**src/rtl/fft_stage_sched.sv**
```systemverilog
// fft_stage_sched: address/bank sequencer for an in-place radix-2 DIT FFT
// over two ping-pong banks, with a delayed write-address port.
module fft_stage_sched #(
    parameter int FFT_SIZE   = 4096,
    parameter int ADDR_WIDTH = 12,
    parameter int PIPE_LAT   = 4
) (
    input  logic                          clk,
    input  logic                          rst,
    input  logic                          start,
    input  logic                          in_mem_id,
    output logic                          busy,
    output logic                          done,
    output logic                          out_mem_id,
    output logic                          rd_en,
    output logic [ADDR_WIDTH-1:0]         fft_raddra,
    output logic [ADDR_WIDTH-1:0]         fft_raddrb,
    output logic                          rmem_id,
    output logic [ADDR_WIDTH-2:0]         tw_idx,
    output logic [$clog2(ADDR_WIDTH):0]   stage,
    output logic [ADDR_WIDTH-1:0]         fft_waddra,
    output logic [ADDR_WIDTH-1:0]         fft_waddrb,
    output logic                          fft_wea,
    output logic                          fft_web,
    output logic                          wmem_id
);

    localparam int SW = $clog2(ADDR_WIDTH) + 1;
    localparam int KW = ADDR_WIDTH - 1;
    localparam int DW = (PIPE_LAT > 1) ? $clog2(PIPE_LAT) : 1;

    localparam logic [KW-1:0] K_LAST = KW'(FFT_SIZE / 2 - 1);
    localparam logic [SW-1:0] S_LAST = SW'(ADDR_WIDTH - 1);
    localparam logic [DW-1:0] D_LAST = DW'(PIPE_LAT - 1);
    localparam logic [ADDR_WIDTH-1:0] ONE = ADDR_WIDTH'(1);

    typedef enum logic [1:0] {IDLE, RUN, DRAIN, DONE} state_t;

    state_t          state;
    logic [KW-1:0]   k;
    logic [SW-1:0]   s;
    logic [DW-1:0]   d;

    logic [ADDR_WIDTH-1:0] kw;
    logic [ADDR_WIDTH-1:0] span;
    logic [ADDR_WIDTH-1:0] pos;
    logic [ADDR_WIDTH-1:0] grp;
    logic [ADDR_WIDTH-1:0] a_addr;
    logic [ADDR_WIDTH-1:0] b_addr;
    logic [KW-1:0]         tw_full;

    // Butterfly k of stage s: insert a zero at bit s of k to get the top address.
    always_comb begin
        kw      = {1'b0, k};
        span    = ONE << s;
        pos     = kw & (span - ONE);
        grp     = kw >> s;
        a_addr  = ((grp << s) << 1) | pos;
        b_addr  = a_addr | span;
        tw_full = KW'(pos) << (S_LAST - s);
    end

    assign fft_raddra = rd_en ? a_addr : '0;
    assign fft_raddrb = rd_en ? b_addr : '0;
    assign tw_idx     = rd_en ? tw_full : '0;
    assign stage      = s;
    assign wmem_id    = busy & ~rmem_id;

    always_ff @(posedge clk) begin
        if (rst) begin
            state      <= IDLE;
            k          <= '0;
            s          <= '0;
            d          <= '0;
            busy       <= 1'b0;
            done       <= 1'b0;
            rd_en      <= 1'b0;
            rmem_id    <= 1'b0;
            out_mem_id <= 1'b0;
        end else begin
            done <= 1'b0;
            unique case (state)
                IDLE, DONE: begin
                    state <= IDLE;
                    if (start) begin
                        state   <= RUN;
                        rmem_id <= in_mem_id;
                        s       <= '0;
                        k       <= '0;
                        busy    <= 1'b1;
                        rd_en   <= 1'b1;
                    end
                end
                RUN: begin
                    if (k == K_LAST) begin
                        state <= DRAIN;
                        k     <= '0;
                        d     <= '0;
                        rd_en <= 1'b0;
                    end else begin
                        k <= k + 1'b1;
                    end
                end
                DRAIN: begin
                    if (d != D_LAST) begin
                        d <= d + 1'b1;
                    end else if (s == S_LAST) begin
                        state      <= DONE;
                        busy       <= 1'b0;
                        done       <= 1'b1;
                        out_mem_id <= ~rmem_id;
                    end else begin
                        state   <= RUN;
                        s       <= s + 1'b1;
                        rmem_id <= ~rmem_id;
                        rd_en   <= 1'b1;
                    end
                end
                default: state <= IDLE;
            endcase
        end
    end

    logic                  dl_en [PIPE_LAT];
    logic [ADDR_WIDTH-1:0] dl_a  [PIPE_LAT];
    logic [ADDR_WIDTH-1:0] dl_b  [PIPE_LAT];

    // Read pair travels alongside the datapath so writes land in place.
    always_ff @(posedge clk) begin
        if (rst) begin
            for (int i = 0; i < PIPE_LAT; i++) begin
                dl_en[i] <= 1'b0;
                dl_a[i]  <= '0;
                dl_b[i]  <= '0;
            end
        end else begin
            dl_en[0] <= rd_en;
            dl_a[0]  <= fft_raddra;
            dl_b[0]  <= fft_raddrb;
            for (int i = 1; i < PIPE_LAT; i++) begin
                dl_en[i] <= dl_en[i-1];
                dl_a[i]  <= dl_a[i-1];
                dl_b[i]  <= dl_b[i-1];
            end
        end
    end

    assign fft_wea    = dl_en[PIPE_LAT-1];
    assign fft_web    = dl_en[PIPE_LAT-1];
    assign fft_waddra = dl_a[PIPE_LAT-1];
    assign fft_waddrb = dl_b[PIPE_LAT-1];

endmodule

```
**config.mk**
```make
export PLATFORM = sky130hd
export DESIGN_NAME = fft_stage_sched
export DESIGN_NICKNAME = d
export VERILOG_FILES = /design/src/rtl/fft_stage_sched.sv
export SDC_FILE = /design/constraint.sdc
export NUM_CORES = 1
export LEC_CHECK = 0
export CAP_MARGIN = 20
export CORE_MARGIN = 8
export CORE_UTILIZATION = 40
export DETAILED_ROUTE_END_ITERATION = 12
export GPL_TIMING_DRIVEN = 1
export HOLD_SLACK_MARGIN = 0.12
export SYNTH_ARGS = -nofsm -noshare
export SYNTH_HDL_FRONTEND = slang
export SYNTH_SLANG_ARGS = --single-unit
```
**constraint.sdc**
```tcl
create_clock -name clk -period 4.61 [get_ports clk]
set_input_delay 0.6915 -clock clk [delete_from_list [all_inputs] [get_ports clk]]
set_output_delay 0.6915 -clock clk [all_outputs]
set_load 0.01 [all_outputs]
```
Word level (Yosys, flattened, before mapping)
Memories as Yosys holds them, arrays and structs flattened.
Index checks and enable logic that the tools add are counted.
{"block": "word_totals", "word_cells": 111, "output_inout_bits": 72, "n_memories": 3, "ram_bits": 100, "reg_bits": 25, "inputBits": 4}
{"block": "op_classes", "n_reduce_logical": 13, "n_shift": 4, "n_mux": 46, "n_eq_ne": 12, "n_bitwise": 19, "addsub": 5}
{"memory": "dl_a", "words": 4, "width": 12, "read_ports": 4, "rd_clocked_by_memory_dff": 0, "wr": 4, "line_no": "125", "rtl": "logic [ADDR_WIDTH-1:0] dl_a [PIPE_LAT];"}
{"memory": "dl_b", "words": 4, "width": 12, "read_ports": 4, "rd_clocked_by_memory_dff": 0, "wr": 4, "line_no": "126", "rtl": "logic [ADDR_WIDTH-1:0] dl_b [PIPE_LAT];"}
{"memory": "dl_en", "words": 4, "width": 1, "read_ports": 4, "rd_clocked_by_memory_dff": 0, "wr": 4, "line_no": "124", "rtl": "logic dl_en [PIPE_LAT];"}
{"cell": "12-bit two-way mux", "n": 10}
{"cell": "11-bit two-way mux", "n": 3}
{"cell": "12-bit bitwise OR", "n": 2}
{"cell": "11-bit case mux with 2 select lines", "n": 1}
{"cell": "1-bit two-way mux", "n": 18}
{"cell": "5-bit two-way mux", "n": 3}
{"cell": "2-bit inequality test, second input constant", "n": 7}
{"cell": "11-bit by 12-bit AND with 12-bit output", "n": 1}
{"cell": "1-bit bitwise OR", "n": 12}
{"cell": "4-bit AND reduction", "n": 3}
{"cell": "1-bit by 5-bit left shift with 12-bit output, first input constant", "n": 1}
{"cell": "12-bit by 5-bit left shift with 11-bit output", "n": 1}
{"cell": "11-bit by 5-bit >> shifter with 12-bit output", "n": 1}
{"cell": "12-bit by 1-bit subtractor with 12-bit output, second input constant", "n": 1}
{"cell": "11-bit by 1-bit adder with 11-bit output, second input constant", "n": 1}
{"cell": "11-bit == test, second input constant", "n": 1}
{"cell": "11-bit by 5-bit left shift with 11-bit output", "n": 1}
{"cell": "2-bit two-way mux", "n": 5}
{"cell": "5-bit case mux with 2 select lines", "n": 1}
{"cell": "2-bit case mux with 3 select lines", "n": 1}
{"cell": "3-bit AND reduction", "n": 2}
{"cell": "2-bit nonzero test", "n": 3}
{"cell": "5-bit by 1-bit adder with 5-bit output, second input constant", "n": 1}
{"cell": "5-bit by 4-bit == test with 1-bit output, second input constant", "n": 1}
{"cell": "other kinds (13)", "n": 18}

Logic depth before layout (Yosys ltp)
Gate-level depths: netlist (run 1).
{"block": "depth", "depth_word": 7, "mapped_depth": 14, "depth_no_buf": 10}

Worst setup path after synthesis (run 1)
No wires, ideal clock.
{"block": "synth_timing", "kind": "reg2out", "startpoint": "reg s[0] (netlist: stage[0])", "endpoint": "out tw_idx[10]", "required_ps": 3919, "arrival_ps": 3495, "path_buffers": 4, "slack_ps": 423, "stages_incl_launch_ff": 14, "cell_sequence": "dfxtp_1 buf_6 buf_2 inv_1 clkbuf_1 ha_1 or4b_4 ha_1 clkbuf_1 a22o_1 a31oi_1 nor3_1 o32a_1 a311o_1"}
{"block": "synth_via", "elab_chain_cells": 5, "elab_cells_between_ends": 6, "classes_between": "add/sub: 2; shift: 2; mux: 1; bitwise: 1"}
{"element": "start, declared", "line_no": "41", "rtl": "logic [SW-1:0] s;"}
{"element": "start signal, assigned", "line_no": "114", "rtl": "s <= s + 1'b1;"}
{"element": "1-bit by 5-bit left shift with 12-bit output", "line_no": "55", "rtl": "span = ONE << s;"}
{"element": "12-bit by 1-bit subtractor with 12-bit output", "line_no": "56", "rtl": "pos = kw & (span - ONE);"}
{"element": "11-bit by 12-bit AND with 12-bit output", "line_no": "56"}
{"element": "11-bit by 5-bit left shift with 11-bit output *", "line_no": "60", "rtl": "tw_full = KW'(pos) << (S_LAST - s);"}
{"element": "11-bit two-way mux *", "line_no": "65", "rtl": "assign tw_idx = rd_en ? tw_full : '0;"}
{"element": "end, declared", "line_no": "19", "rtl": "output logic [ADDR_WIDTH-2:0] tw_idx,"}
Every way passes the cells marked *; elsewhere a longest branch is shown, timed or not.

Worst setup path after layout (run 1)
{"block": "layout_timing", "startpoint": "reg s[1] (netlist: stage[1])", "endpoint": "out tw_idx[10]"}
The elaborated chain is that of the path after synthesis.

==> results of run 1 <==
-- area by class of cell --
class | instances | area [sq um] | area share
well taps | 184 | 230 | 0.0313
repair buffers | 104 | 967 | 0.132
flip-flops and latches | 125 | 2500 | 0.340
clock inverters | 15 | 170 | 0.0231
inverters | 15 | 56.3 | 0.00766
multi-input cells | 457 | 3000 | 0.408
clock buffers | 17 | 425 | 0.0579
-- repair_timing --
item / 4_1_cts / 5_1_grt
hold endpoints to repair: 0 / 0
resized for setup: 1 / 6
endpoints found under the setup margin: 1 / 9
setup buffers: 0 / 2
cloned: 0 / 0
-- cell usage after synthesis (3+ instances only) --
library cell,number
a211oi_1,4
a21boi_0,5
a21oi_1,30
a22oi_1,5
a31oi_1,5
a32o_1,3
a32oi_1,3
a41oi_1,3
and2_1,7
and3_1,8
buf_2,12
buf_4,3
buf_6,4
clkbuf_1,29
dfxtp_1,125
ha_1,13
inv_1,14
mux2_2,3
mux2i_1,6
mux4_2,3
nand2_1,44
nand2b_1,9
nand3_1,13
nand4_1,8
nor2_1,56
nor2b_1,102
nor3_1,12
nor4_1,3
o211ai_1,8
o21a_1,4
o21ai_0,18
o21ai_1,6
o22ai_1,3
or3_1,8
xnor2_1,7
xor2_1,5
-- stage by stage --
stage                      util  setup slack, ns
after global routing      0.514           0.0580
after CTS                 0.511           0.0589
after global placement    0.469            0.412
after detailed placement  0.469            0.340
after floorplan               -            0.423
final                     0.514            0.287
-- cell families after synthesis --
kind of cell / after synthesis / share of synthesized area
compound gates: 130 / 0.163
fa+ha+maj: 13 / 0.0282
simple gates: 289 / 0.276
xor+xnor: 13 / 0.0210
buf+inv: 63 / 0.0507
mux: 12 / 0.0280
flops: 125 / 0.434
-- flip-flops by register name (all words and copies together), names as in the netlist --
register and count:
stage 5, out_mem_id 1, dl_a 48, rmem_id 1, dl_b 48, k 11
done 1, rd_en 1, state 2, dl_en 4, busy 1, d 2
-- worst max path at each step --
stage	startpoint	to	slack [ns]	depth (start not counted)
after detailed placement	stage[3]	fft_raddrb[4]	0.34	10
after CTS	stage[3]	tw_idx[10]	0.06	10
after floorplan	stage[0]	tw_idx[10]	0.42	13
after global placement	stage[3]	fft_raddrb[4]	0.41	10
final	stage[1]	tw_idx[10]	0.29	11
after global routing	stage[2]	tw_idx[10]	0.06	10
-- worst max-delay path: stages, from the launching register on --
cell             delay (ns)
dfxtp_1                0.34
inv_2                  0.04
buf_4                  0.20
ha_1                   0.24
buf_4                  0.19
nor3_1                 0.49
o22ai_1                0.17
or4b_1                 0.55
o221ai_1               0.12
o32a_1                 0.21
a311o_1                0.11
clkdlybuf4s50_1        0.54
-- metal layers --
layer / wire (um) / up-vias
met3: 1180 / 39
met5: 0 / -
met1: 7660 / 2326
met2: 8320 / 197
li1: - / 2394
met4: 574 / 0
-- power breakdown --
| group | leakage [nW] | switching (W) | total [W] | internal (W) |
|---|---|---|---|---|
| sequential | 1.01 | 0.0000161 | 0.00111 | 0.00110 |
| clock | 0.288 | 0.000549 | 0.00132 | 0.000773 |
| combinational | 1.43 | 0.000119 | 0.000196 | 0.0000771 |
| total | 2.73 | 0.000684 | 0.00263 | 0.00195 |
==> out/results.tsv, run 1 <==
metric	value	unit
outcome	finished clean	
post-synth top area share	0.434	
1st-pass router iterations	5	
grt total ovfl	0	
Clock Latency Late Sink	0.42	ns
Clock Skews	0.0168	ns
FMAX	0.231	GHz
Post-Synthesis Cells	645	
initial antenna violation count	0	
crit-path max FO	17	
total routed wirelength	17.7	mm
max-slew violations	0	
R2R Path Start	stage[0]	
Post-Layout Inst Area	7350	sq um
vias post-DR	4956	
Synth area leaders	dfxtp_1, nor2b_1, nor2_1	
Syn Nets	662	
met3 Usage GRT	0.0543	
CORE AREA	14300	sq um
hold depth	1	
share of layout cells above drive strength 1	0.126	
CTS H-Tree Depth	4	
R2R setup slack	1.73	ns
Post-DRT Antenna Nets	0	
commonest non-fill, non-tap cell in the layout	dfxtp_1	
Worst Hold End	dl_a[3][11]	
total CTS buffers	17	
RSZ-0062 raised after global routing	no	
worst slew pin tran	0.888	ns
relative slew slack	0.408	
Post-Route Setup TNS	0	ns
maxcap violations	0	
commonest non-fill, non-tap cells in the layout	dfxtp_1, nor2b_1, clkdlybuf4s50_1	
row count	44	
sequential-to-total area share from yosys stat	0.434	
DRC violations left	0	
DR WL/cell	19.3	um
final cell count without fillers	917	
Via-to-Cell Ratio	5.40	
data arrival time of the critical path	3.63	ns
Worst EP required	3.92	ns
DP Area	6710	sq um
met2 Resource Use GR	0.316	
Cell Area, Synth	5770	sq um
CTS Hold Bufs	0	
Worst Setup Path Type	flop to output pin	
Synth Register Bits	125	
DP HPWL	13.0	mm
die area	18500	sq um
reg-to-reg critical path endpoint	dl_b[0][6]	
syn avg cell area	8.95	sq um
predominant post-synthesis flop cell	dfxtp_1	
starting DRC count in detailed routing	377	
final setup vio count	0	
Worst Setup End Kind	output pin	
Lkg Pwr	2.73	nW
largest net degree at the start of global routing	95	
met1 GRT Util	0.235	
clk slew on worst S/H paths	0.06	ns
n_diodes	0	
vias in the first global route	4847	
async set-reset flop share out of synthesis	0	
TritonCTS clock tree	yes	
r2r worst-path depth	10	
Syn. warnings	0	
hold_ws	0.432	ns
CTS Buffer Depth	2	
Min-Delay Startpoint	dl_a[2][11]	
Max IR drop VDD	229	uV
Yosys top cell by area	dfxtp_1	
GRT Max-Usage Layer	met2	
first-pass GRT wire length	27.6	mm
Initial Utilization	0.403	
Final Power	0.00263	W
final hold vios	0	
TritonCTS Sinks	125	
All-Layer GR Usage	0.195	
fin crit share	0.938	
Post-synth EDFFs	0	
die width	136	um
CP Launch Type	flop	
Die Ht	136	um
clock root cell	clkbuf_16	
Post-Place Cells	883	
port buffer count	75	
pwr dens	358	nW/um^2
P&R area growth vs syn	27.4	%
num ports	76	
Synth cell types	77	
Hold/Removal Path Class	flop to flop	
fillers	1334	
# nets final	737	
minimum clock period	4.32	ns
gp weighted congestion	0.909	
No activity file was read; power rests on OpenSTA's default activity.
==> run 2: changes to the inputs <==
--- a/config.mk
+++ b/config.mk
@@ -6,11 +6,13 @@
 export NUM_CORES = 1
 export LEC_CHECK = 0
 export CAP_MARGIN = 20
+export CORE_ASPECT_RATIO = 0.75
 export CORE_MARGIN = 8
-export CORE_UTILIZATION = 40
+export CORE_UTILIZATION = 55
 export DETAILED_ROUTE_END_ITERATION = 12
 export GPL_TIMING_DRIVEN = 1
 export HOLD_SLACK_MARGIN = 0.12
+export PLACE_DENSITY = 0.8
 export SYNTH_ARGS = -nofsm -noshare
 export SYNTH_HDL_FRONTEND = slang
 export SYNTH_SLANG_ARGS = --single-unit
==> run 2 against run 1 <==
- global-route usage grew 7.5 points
- non-clock buffer count shrank 1
- core utilization grew 19 points
- largest power group unchanged
==> out/results.tsv, run 2 (same netlist as run 1, synthesis figures left out) <==
metric	value	unit
fin crit share	0.967	
die area	14100	sq um
delay-heaviest family, CP	buffers and inverters	
All-Layer GR Usage	0.270	
maxcap violations	0	
switching share of total power	0.278	
CP Launch Type	flop	
Hold/Removal Path Class	flop to flop	
TritonCTS clock tree	yes	
total CTS buffers	17	
grt total ovfl	0	
R2R setup slack	1.71	ns
Clock Latency Late Sink	0.42	ns
Lkg Pwr	2.70	nW
vias in the first global route	5160	
clock root cell	clkbuf_16	
top flop regs	dl_a (48), dl_b (48), k (11)	
gp weighted congestion	1.07	
crit-path max FO	11	
pwr dens	361	nW/um^2
# nets final	736	
CTS Hold Bufs	0	
vias post-DR	5251	
num ports	76	
1st-pass router iterations	5	
minimum clock period	4.46	ns
Post-DRT Antenna Nets	0	
first-pass GRT wire length	29.6	mm
fillers	766	
CP Cell Sequence	inv_1, buf_4, ha_1, nand3b_1, nand2b_1, a31oi_1, o32a_1, a311o_1, clkdlybuf4s50_1	
initial antenna violation count	0	
relative slew slack	0.400	
reg-to-reg critical path endpoint	dl_b[0][9]	
CORE AREA	10200	sq um
r2r worst-path depth	8	
post-cts resize count	0	
Net Sw Power	0.000727	W
Post-Route Setup TNS	0	ns
DP HPWL	13.4	mm
n_diodes	0	
clk slew on worst S/H paths	0.07	ns
CP max stage delay	0.62	ns
register share of total power	0.424	
Worst Hold End	dl_b[2][3]	
DRC violations left	0	
crit path max-delay cell type	dfxtp_1	
largest net degree at the start of global routing	95	
hold depth	1	
Clock Skews	0.0136	ns
max-slew violations	0	
Worst EP required	3.92	ns
starting DRC count in detailed routing	689	
RSZ-0062 raised after global routing	no	
port buffer count	75	
DR WL/cell	21.7	um
commonest non-fill, non-tap cells in the layout	dfxtp_1, nor2b_1, clkdlybuf4s50_1	
final setup vio count	0	
worst slew pin tran	0.900	ns
final hold vios	0	
Initial Utilization	0.563	
internal power	0.00189	W
die width	134	um
row count	32	
Die Ht	105	um
buffers inserted by post-CTS timing repair	0	
outcome	finished clean	
core occupancy in the finished layout	0.706	
commonest non-fill, non-tap cell in the layout	dfxtp_1	
CTS Buffer Depth	2	
share of layout cells above drive strength 1	0.120	
Via-to-Cell Ratio	6.05	
TritonCTS Sinks	125	
Worst Setup End Kind	output pin	
P&R area growth vs syn	25.4	%
Buffers & Inverters on Critical Path	3	
Clock power frac	0.496	
R2R Path Start	stage[4]	
Max IR drop VDD	244	uV
FMAX	0.224	GHz
data arrival time of the critical path	3.76	ns
Worst Setup Path Type	flop to output pin	
total routed wirelength	18.8	mm
CTS H-Tree Depth	4	
Min-Delay Startpoint	dl_b[1][3]	
Gate power share	0.080	
==> run 2: how the worst max path moves through the flow <==
| stage | slack, ns | cells after the start | start | end |
|---|---|---|---|---|
| 3_3_place_gp | 0.69 | 7 | stage[2] | fft_raddrb[3] |
| 2_1_floorplan | 0.42 | 13 | stage[0] | tw_idx[10] |
| 4_1_cts | 0.24 | 11 | stage[1] | tw_idx[10] |
| 6_report | 0.15 | 9 | stage[2] | tw_idx[10] |
| 5_1_grt | 0.02 | 9 | stage[2] | tw_idx[10] |
| 3_5_place_dp | 0.71 | 11 | stage[1] | tw_idx[10] |
==> run 2: per-stage QoR <==
step	setup WS (ns)	power [W]	std cells	area (sq um)	hold WS, ns
after global routing	0.0168	0.00269	868	7240	0.440
after global placement	0.687	0.00133	836	6660	0.416
after CTS	0.244	0.00262	868	7230	0.429
after detailed placement	0.711	0.00134	836	6660	0.420
after floorplan	0.423	0.00126	645	5770	0.414
final	0.154	0.00262	868	7240	0.429
==> run 2: metal layers <==
metal	vias to the layer above	track usage	wire length, um
met5	-	0	0
met4	0	0.0831	379
met3	48	0.0809	1940
met2	322	0.418	8410
met1	2500	0.353	8110
li1	2381	-	-
==> run 2: cell type report <==
type / count / area (sq um) / area share
multi-input cells: 457 / 2980 / 0.412
repair buffers: 103 / 956 / 0.132
inverters: 15 / 56.3 / 0.00778
flip-flops and latches: 125 / 2500 / 0.346
clock inverters: 15 / 146 / 0.0202
well taps: 136 / 170 / 0.0235
clock buffers: 17 / 425 / 0.0588
==> run 2: power by group through the flow <==
| stage | logic [W] | clock network [W] | registers (W) |
|---|---|---|---|
| 2_1_floorplan | 0.000129 | 0 | 0.00113 |
| 3_3_place_gp | 0.000196 | 0 | 0.00113 |
| 3_5_place_dp | 0.000203 | 0 | 0.00113 |
| 4_1_cts | 0.000204 | 0.00131 | 0.00111 |
| 5_1_grt | 0.000222 | 0.00136 | 0.00111 |
| 6_report | 0.000208 | 0.00130 | 0.00111 |
==> run 3: changes to the inputs <==
==> constraint.sdc (replaced) <==
create_clock -name clk -period 4.61 [get_ports clk]
set_input_delay 0.6915 -clock clk [delete_from_list [all_inputs] [get_ports clk]]
set_output_delay 0.6915 -clock clk [all_outputs]
set_load 0.05 [all_outputs]
==> run 3 against run 2 <==
- final cell count shrank 0.46%
- first-iteration DRC count fell by 17%
- wire length fell by 3.6%
- maximum frequency increased by 0.33%
- sequential power hardly changed
- critical endpoint is now fft_raddrb[11]
==> out/results.tsv, run 3 (same netlist as run 1, synthesis figures left out) <==
metric	value	unit
DR WL/cell	21.0	um
final hold vios	0	
starting DRC count in detailed routing	573	
Worst Setup Path Type	flop to output pin	
reg-to-reg critical path endpoint	dl_b[0][6]	
Die Ht	105	um
TritonCTS clock tree	yes	
Post-DRT Antenna Nets	0	
max-slew violations	0	
total CTS buffers	17	
CP Launch Type	flop	
FMAX	0.225	GHz
Via-to-Cell Ratio	6.01	
n_diodes	0	
dpl ws	0.686	ns
Worst EP required	3.92	ns
r2r worst-path depth	9	
relative slew slack	0.389	
CTS Buffer Depth	2	
vias in the first global route	5033	
port buffer count	75	
# nets final	732	
Clock Skews	0.00988	ns
minimum clock period	4.44	ns
total routed wirelength	18.2	mm
fillers	737	
commonest non-fill, non-tap cells in the layout	dfxtp_1, nor2b_1, nor2_1	
initial antenna violation count	0	
Initial Utilization	0.563	
metal2 WL	8.23	mm
pwr dens	375	nW/um^2
Clock Latency Late Sink	0.42	ns
worst slew pin tran	0.917	ns
CP Capture Point	fft_raddrb[11]	
TritonCTS Sinks	125	
Worst Setup End Kind	output pin	
DP HPWL	12.9	mm
clock root cell	clkbuf_16	
WL met3	1.96	mm
share of layout cells above drive strength 1	0.168	
die area	14100	sq um
CORE AREA	10200	sq um
final setup vio count	0	
R2R Path Start	stage[2]	
uppermost layer routed	met4	
Final WS setup	0.168	ns
DRT met1 WL	7.50	mm
grt total ovfl	0	
R2R setup slack	1.50	ns
vias post-DR	5189	
buffers inserted by post-CTS timing repair	0	
RSZ-0062 raised after global routing	no	
P&R area growth vs syn	28.9	%
post-cts resize count	0	
CTS H-Tree Depth	4	
gp weighted congestion	1.03	
fin crit share	0.964	
row count	32	
num ports	76	
top flop regs	dl_a (48), dl_b (48), k (11)	
outcome	finished clean	
commonest non-fill, non-tap cell in the layout	dfxtp_1	
All-Layer GR Usage	0.258	
CP startpoint	stage[2]	
CTS Hold Bufs	0	
hold_ws	0.436	ns
1st-pass router iterations	6	
die width	134	um
Lkg Pwr	2.82	nW
clk slew on worst S/H paths	0.06	ns
first-pass GRT wire length	28.4	mm
maxcap violations	0	
largest net degree at the start of global routing	95	
DRC violations left	0	
Max IR drop VDD	306	uV
data arrival time of the critical path	3.75	ns
crit-path max FO	30	
Hold/Removal Path Class	flop to flop	
-- run 3: how the worst min path moves through the flow --
stage                      startpoint           to  slack [ns]  cells after the start
after floorplan            dl_a[0][0]   dl_a[1][0]        0.41                      1
final                      dl_a[1][5]   dl_a[2][5]        0.44                      1
after CTS                  dl_b[1][1]   dl_b[2][1]        0.44                      1
after global routing      dl_a[0][11]  dl_a[1][11]        0.45                      1
after detailed placement   dl_b[1][1]   dl_b[2][1]        0.42                      1
after global placement     dl_b[2][6]   dl_b[3][6]        0.42                      1
-- run 3: final cells by class --
type / count / area [sq um] / share of cell area
clock inverter: 15 / 200 / 0.0269
tap: 136 / 170 / 0.0229
timing repair buffer: 99 / 1060 / 0.143
sequential: 125 / 2500 / 0.336
clock buffer: 17 / 425 / 0.0572
multi-input combinational: 457 / 3020 / 0.406
inverter: 15 / 56.3 / 0.00757
-- run 3: metrics by stage --
stage	power [W]	utilization	TNS [ns]	std cells	instance area (sq um)
floorplan	0.00129	-	-0.0674	645	5810
global placement	0.00137	0.664	0	832	6810
detailed placement	0.00137	0.664	0	832	6810
CTS	0.00279	0.725	0	864	7430
global route	0.00287	0.726	0	864	7440
finish	0.00279	0.726	0	864	7440
-- run 3: report_power, final --
| group | total, W | internal, W | switching (W) | leakage (nW) |
|---|---|---|---|---|
| combinational | 0.000238 | 0.0000828 | 0.000156 | 1.51 |
| sequential | 0.00112 | 0.00110 | 0.0000201 | 1.01 |
| clock | 0.00143 | 0.000872 | 0.000561 | 0.307 |
-- run 3: per-layer routing --
metal,global-route usage,vias up
li1,-,2380
met1,0.334,2437
met2,0.395,325
met3,0.0761,47
met4,0.102,0
met5,0,-
-- run 3: worst max-delay path, stage by stage, from the launching register on --
cell,delay (ns)
dfxtp_1,0.37
buf_4,0.27
or3_1,0.52
o32ai_1,0.36
o21ai_0,0.20
o211ai_1,0.36
o2111ai_2,0.26
nand2_1,0.16
clkdlybuf4s50_1,0.82
